**src/rtl/lifo_rr_arbiter_if.sv**
```systemverilog
// Requester-side bus of the LIFO round-robin arbiter.
// The master modport is the requester side and the slave modport is the arbiter side.
interface lifo_rr_arbiter_if #(
  parameter int NUM_REQ = 4,
  parameter int WIDTH   = 16
);
  logic [NUM_REQ-1:0]       req;
  logic [NUM_REQ-1:0]       op;
  logic [NUM_REQ*WIDTH-1:0] wdata;
  logic [NUM_REQ-1:0]       ack;
  logic [NUM_REQ-1:0]       rvalid;
  logic [WIDTH-1:0]         rdata;

  modport master (
    output req, op, wdata,
    input  ack, rvalid, rdata
  );

  modport slave (
    input  req, op, wdata,
    output ack, rvalid, rdata
  );
endinterface

```
**src/rtl/lifo_rr_arbiter.sv**
```systemverilog
// Round-robin arbiter that shares one single-port LIFO stack among NUM_REQ requesters.
// Popped data returns one cycle after the grant, and the block tracks the stack's occupancy.
module lifo_rr_arbiter #(
  parameter int NUM_REQ  = 4,
  parameter int WIDTH    = 16,
  parameter int DEPTH_P2 = 8
) (
  input  logic                  clk,
  input  logic                  reset,
  lifo_rr_arbiter_if.slave      bus,
  output logic [DEPTH_P2:0]     count,
  output logic                  stk_push,
  output logic                  stk_pop,
  output logic [WIDTH-1:0]      stk_din,
  input  logic                  stk_empty,
  input  logic                  stk_full,
  input  logic [WIDTH-1:0]      stk_dout
);

  localparam int PTR_W = (NUM_REQ > 1) ? $clog2(NUM_REQ) : 1;
  localparam int CNT_W = DEPTH_P2 + 1;
  localparam logic [CNT_W-1:0] CAPACITY = CNT_W'(2 ** DEPTH_P2);
  localparam logic [PTR_W-1:0] LAST_ID  = PTR_W'(NUM_REQ - 1);

  logic [PTR_W-1:0]   rr_ptr;
  logic               rsp_valid;
  logic [PTR_W-1:0]   rsp_id;
  logic [CNT_W-1:0]   count_q;

  logic [NUM_REQ-1:0] elig;
  logic               found;
  logic [PTR_W-1:0]   win;
  logic               grant;
  logic               win_pop;

  // A request is serviceable only when the stack can take it; others are skipped, not blocking.
  always_comb begin
    for (int i = 0; i < NUM_REQ; i++) begin
      elig[i] = bus.req[i] & (bus.op[i] ? ~stk_empty : ~stk_full);
    end
  end

  // NOTE: every combinational output gets a default before the loop so no latch is inferred.
  always_comb begin
    int idx;
    found = 1'b0;
    win   = '0;
    idx   = 0;
    for (int k = 0; k < NUM_REQ; k++) begin
      idx = int'(rr_ptr) + k;
      if (idx >= NUM_REQ) idx = idx - NUM_REQ;
      if (!found && elig[idx]) begin
        found = 1'b1;
        win   = PTR_W'(idx);
      end
    end
  end

  assign grant   = found & ~reset;
  assign win_pop = bus.op[win];

  assign bus.ack  = grant ? (NUM_REQ'(1) << win) : '0;
  assign stk_push = grant & ~win_pop;
  assign stk_pop  = grant &  win_pop;
  assign stk_din  = stk_push ? bus.wdata[win*WIDTH +: WIDTH] : '0;

  // Gating by reset suppresses a return for a pop that was granted just before reset.
  assign bus.rvalid = (rsp_valid && !reset) ? (NUM_REQ'(1) << rsp_id) : '0;
  assign bus.rdata  = (rsp_valid && !reset) ? stk_dout : '0;
  assign count      = reset ? '0 : count_q;

  // NOTE: sequential state uses non-blocking assignments so every register samples pre-edge values.
  always_ff @(posedge clk) begin
    if (reset) begin
      rr_ptr    <= '0;
      rsp_valid <= 1'b0;
      rsp_id    <= '0;
      count_q   <= '0;
    end else begin
      rsp_valid <= stk_pop;
      if (grant) begin
        rr_ptr <= (win == LAST_ID) ? '0 : win + 1'b1;
        rsp_id <= win;
      end
      if (stk_push)     count_q <= count_q + 1'b1;
      else if (stk_pop) count_q <= count_q - 1'b1;
    end
  end

  a_empty_tracks : assert property (@(posedge clk) disable iff (reset)
    (count_q == '0) == stk_empty);
  a_full_tracks : assert property (@(posedge clk) disable iff (reset)
    (count_q == CAPACITY) == stk_full);

endmodule

```
**src/flat_wrapper.sv**
```systemverilog
// flat-port wrapper written by rule: the top's interface ports become plain ports
module lifo_rr_arbiter_flat 
#(
  parameter int NUM_REQ  = 4,
  parameter int WIDTH    = 16,
  parameter int DEPTH_P2 = 8
)
  (clk, reset, count, stk_push, stk_pop, stk_din, stk_empty, stk_full, stk_dout, bus_req, bus_op, bus_wdata, bus_ack, bus_rvalid, bus_rdata);
  lifo_rr_arbiter_if #(.NUM_REQ(NUM_REQ), .WIDTH(WIDTH)) bus_i ();
  input  logic clk;
  input  logic reset;
  output logic [DEPTH_P2:0] count;
  output logic stk_push;
  output logic stk_pop;
  output logic [WIDTH-1:0] stk_din;
  input  logic stk_empty;
  input  logic stk_full;
  input  logic [WIDTH-1:0] stk_dout;
  input wire logic [$bits(bus_i.req)-1:0] bus_req;
  input wire logic [$bits(bus_i.op)-1:0] bus_op;
  input wire logic [$bits(bus_i.wdata)-1:0] bus_wdata;
  output wire logic [$bits(bus_i.ack)-1:0] bus_ack;
  output wire logic [$bits(bus_i.rvalid)-1:0] bus_rvalid;
  output wire logic [$bits(bus_i.rdata)-1:0] bus_rdata;
  assign bus_i.req = bus_req;
  assign bus_i.op = bus_op;
  assign bus_i.wdata = bus_wdata;
  assign bus_ack = bus_i.ack;
  assign bus_rvalid = bus_i.rvalid;
  assign bus_rdata = bus_i.rdata;
  lifo_rr_arbiter #(.NUM_REQ(NUM_REQ), .WIDTH(WIDTH), .DEPTH_P2(DEPTH_P2)) u_core (.clk(clk), .reset(reset), .bus(bus_i), .count(count), .stk_push(stk_push), .stk_pop(stk_pop), .stk_din(stk_din), .stk_empty(stk_empty), .stk_full(stk_full), .stk_dout(stk_dout));
endmodule
```
**config.mk**
```make
export PLATFORM = sky130hd
export DESIGN_NAME = lifo_rr_arbiter_flat
export DESIGN_NICKNAME = d
export VERILOG_FILES = /design/src/rtl/lifo_rr_arbiter_if.sv /design/src/rtl/lifo_rr_arbiter.sv /design/src/flat_wrapper.sv
export SDC_FILE = /design/constraint.sdc
export NUM_CORES = 1
export LEC_CHECK = 0
export CELL_PAD_IN_SITES_DETAIL_PLACEMENT = 1
export CELL_PAD_IN_SITES_GLOBAL_PLACEMENT = 1
export CORE_ASPECT_RATIO = 0.7
export CORE_MARGIN = 5
export CORE_UTILIZATION = 24
export DETAILED_ROUTE_END_ITERATION = 6
export PLACE_DENSITY = 0.95
export SYNTH_ARGS = -nofsm -noshare
export SYNTH_HDL_FRONTEND = slang
export SYNTH_SLANG_ARGS = --single-unit
```
**constraint.sdc**
```tcl
create_clock -name clk -period 9.5 [get_ports clk]
set_input_delay 1.9 -clock clk [delete_from_list [all_inputs] [get_ports clk]]
set_output_delay 1.9 -clock clk [all_outputs]
set_load 0.02 [all_outputs]
```
==> results_dict.tcl <==
set metrics [dict create \
    layout_commonest_cell "clkdlybuf4s50_1" \
    drtIter0Drc 107 \
    cts_max_level 1 \
    ys_warn_count 0 \
    setup_viol 0 \
    r2r_end "u_core.count_q[8]" \
    post_cts_resized 0 \
    cts_buffers 3 \
    slew_headroom_pct 36.0 \
    cts_hold_buf 0 \
    worst_setup_path_end_kind "primary output" \
    clock_skew_ns 0.00239 \
    cts_setup_buffers 0 \
    ios 143 \
    synth_edf_count 0 \
    rows 26 \
    finalCritPeriodShare_pct 77.8 \
    reg2reg_from "u_core.rr_ptr[1]" \
    ir_drop_v 0.0000978 \
    arrival_ns 5.49 \
    finalCriticalPeriod_ns 7.39 \
    regToRegSetupSlack_ns 4.72 \
    nets 480 \
    routabilityCongestion 0.902 \
    rsz0062_at_grt "no" \
    path_max_fanout 16 \
    cts-root-buf "clkbuf_8" \
    drv_slew 0 \
    cp_common_cell "clkdlybuf4s50_1" \
    wl_per_cell_um 17.1 \
    avgSynthCellArea_um2 7.50 \
    grt_max_degree 37 \
    syn_area_um2 1810 \
    p_leak_nw 1.32 \
    area_delta_synth_final_pct 86.0 \
    hold_class "register to register" \
    clock_latency_ns 0.25 \
    final_cells 473 \
    drv_cap 0 \
    die_height_um 82.6 \
    cts.clk_slew.worst_paths_ns 0.06 \
    mostFrequentLayoutCells "clkdlybuf4s50_1, nand2_1, nor2_1" \
    diodes 0 \
    drc 0 \
    crit_start "bus_op[1]" \
    antenna_left 0 \
    critical-path-slowest-cell "nand2b_1" \
    cp.required_ns 7.60 \
    max_clock_freq_ghz 0.135 \
    max_stage_delay_ns 0.59 \
    grt_pass1_vias 2399 \
    die_x_um 114 \
    tns_ns 0 \
    drive_gt1_share_pct 10.7 \
    ys_seq_area_share_pct 15.5 \
    grt_pass1_wl_mm 12.5 \
    via_per_inst 4.81 \
    path_cells "clkdlybuf4s50_1, mux2i_2, nand2_1, a311o_1, or3b_1, a32oi_2, nand2b_1, buf_4, a311oi_1, clkdlybuf4s50_1" \
    grt_usage_pct 16.4 \
    firstDrtPassIters 4 \
    crit_end "stk_din[8]" \
    dieArea_um2 9390 \
    crit_type "input pin to primary output" \
    cts_tree "yes" \
    hpwl_mm 6.78 \
    num_vias 2274 \
    synth-seq-cells 14 \
    cp-start-kind "input pin" \
    reg2reg_depth 15 \
    syn_nets 345 \
    power_density_nw_per_um2 144 \
    cts_max_path_buffers 2 \
    ys_types 47 \
    dp.cells 469 \
    hold_viol 0 \
    cts_sinks 14 \
    wl_mm 8.08 \
    tightest_slew_ns 0.958 \
    netlist_instances 241 \
    start_util_pct 24.7 \
    synthFlopType "dfxtp_1" \
    grt.overflow.total 0 \
    outcome "finished, final reports clean" \
    grt_antenna_before_repair 0 \
    core-area_um2 7320 \
    port-buffer-count 142 \
    synth_async_sr_flop_share_pct 0 \
]
## cell type report
cell class	instances	area [um^2]
multi-input combinational	204	1430
fill	875	3960
clock buffer	4	55.1
tap	98	123
sequential	14	280
timing repair buffer	146	1450
inverter	7	26.3
## state kept, by name, indices dropped and copies added, names as in the netlist
| register | count |
|---|---|
| u_core.count_q | 9 |
| u_core.rr_ptr | 2 |
| u_core.rsp_valid | 1 |
| u_core.rsp_id | 2 |
## synthesized netlist by cell type (2+ instances only)
library cell	count	share of area (%)
o21bai_1	3	1.2
a21o_1	2	0.83
nand2_1	39	8.1
and3_1	2	0.69
xnor2_1	6	2.9
clkbuf_1	9	1.9
and2_2	2	0.83
nor3b_1	2	0.83
and2_1	22	7.6
a311oi_1	16	7.8
nand4_1	2	0.69
nor2b_1	10	3.5
nor2_1	27	5.6
dfxtp_1	14	16
inv_1	6	1.2
ha_1	11	7.6
a21oi_1	8	2.2
nor3_1	2	0.55
mux2_2	21	13
buf_2	5	1.4
mux2i_1	4	2.2
o21ai_0	3	0.83
## critical path: cells and delay by family
kind / cells / cell delay [ns]
simple gates: 3 / 1.08
buf+inv: 3 / 1.43
mux: 1 / 0.30
compound gates: 3 / 0.76
## worst min path at each step
stage / startpoint / to / slack, ns / cells past startpoint
2_1_floorplan: u_core.rsp_id[0] / u_core.rsp_id[0] / 0.47 / 2
3_3_place_gp: u_core.rsp_id[0] / u_core.rsp_id[0] / 0.50 / 2
3_5_place_dp: u_core.rsp_id[0] / u_core.rsp_id[0] / 0.53 / 2
4_1_cts: u_core.rsp_id[0] / u_core.rsp_id[0] / 0.54 / 2
5_1_grt: u_core.rsp_id[0] / u_core.rsp_id[0] / 0.58 / 2
6_report: u_core.rsp_id[0] / u_core.rsp_id[0] / 0.53 / 2
## per-stage QoR
stage               power [W]  instance area, um^2  util (%)  hold slack (ns)  setup slack [ns]
floorplan            0.000300                 1810         -            0.467              3.59
global placement     0.000409                 3310      45.2            0.495              2.27
detailed placement   0.000427                 3310      45.2            0.526              2.11
CTS                  0.000490                 3360      45.9            0.535              2.09
global route         0.000527                 3360      45.9            0.580              1.91
finish               0.000484                 3360      45.9            0.532              2.11
## metal layers
metal | routed length, um | vias up | part of all wire, % | track usage, %
li1 | - | 1112 | - | -
met1 | 3440 | 1090 | 43 | 20.1
met2 | 4140 | 68 | 51 | 30.6
met3 | 453 | 4 | 5.6 | 3.64
met4 | 48 | 0 | 0.59 | 1.56
met5 | 0 | - | 0 | 0
## cell families after synthesis
group	Yosys count	synth area share (%)
simple gates	118	32.5
compound gates	41	17.9
mux	27	16.7
buf+inv	23	5.75
flops	14	15.5
fa+ha+maj	12	8.73
xor+xnor	6	2.91
## report_power, final
part	internal (W)	total [W]	switching, W
Combinational	0.000173	0.000333	0.000160
Sequential	0.0000771	0.0000907	0.0000137
Clock	0.0000367	0.0000595	0.0000227
Total	0.000287	0.000484	0.000197
Power figures use the tool's default switching activity.
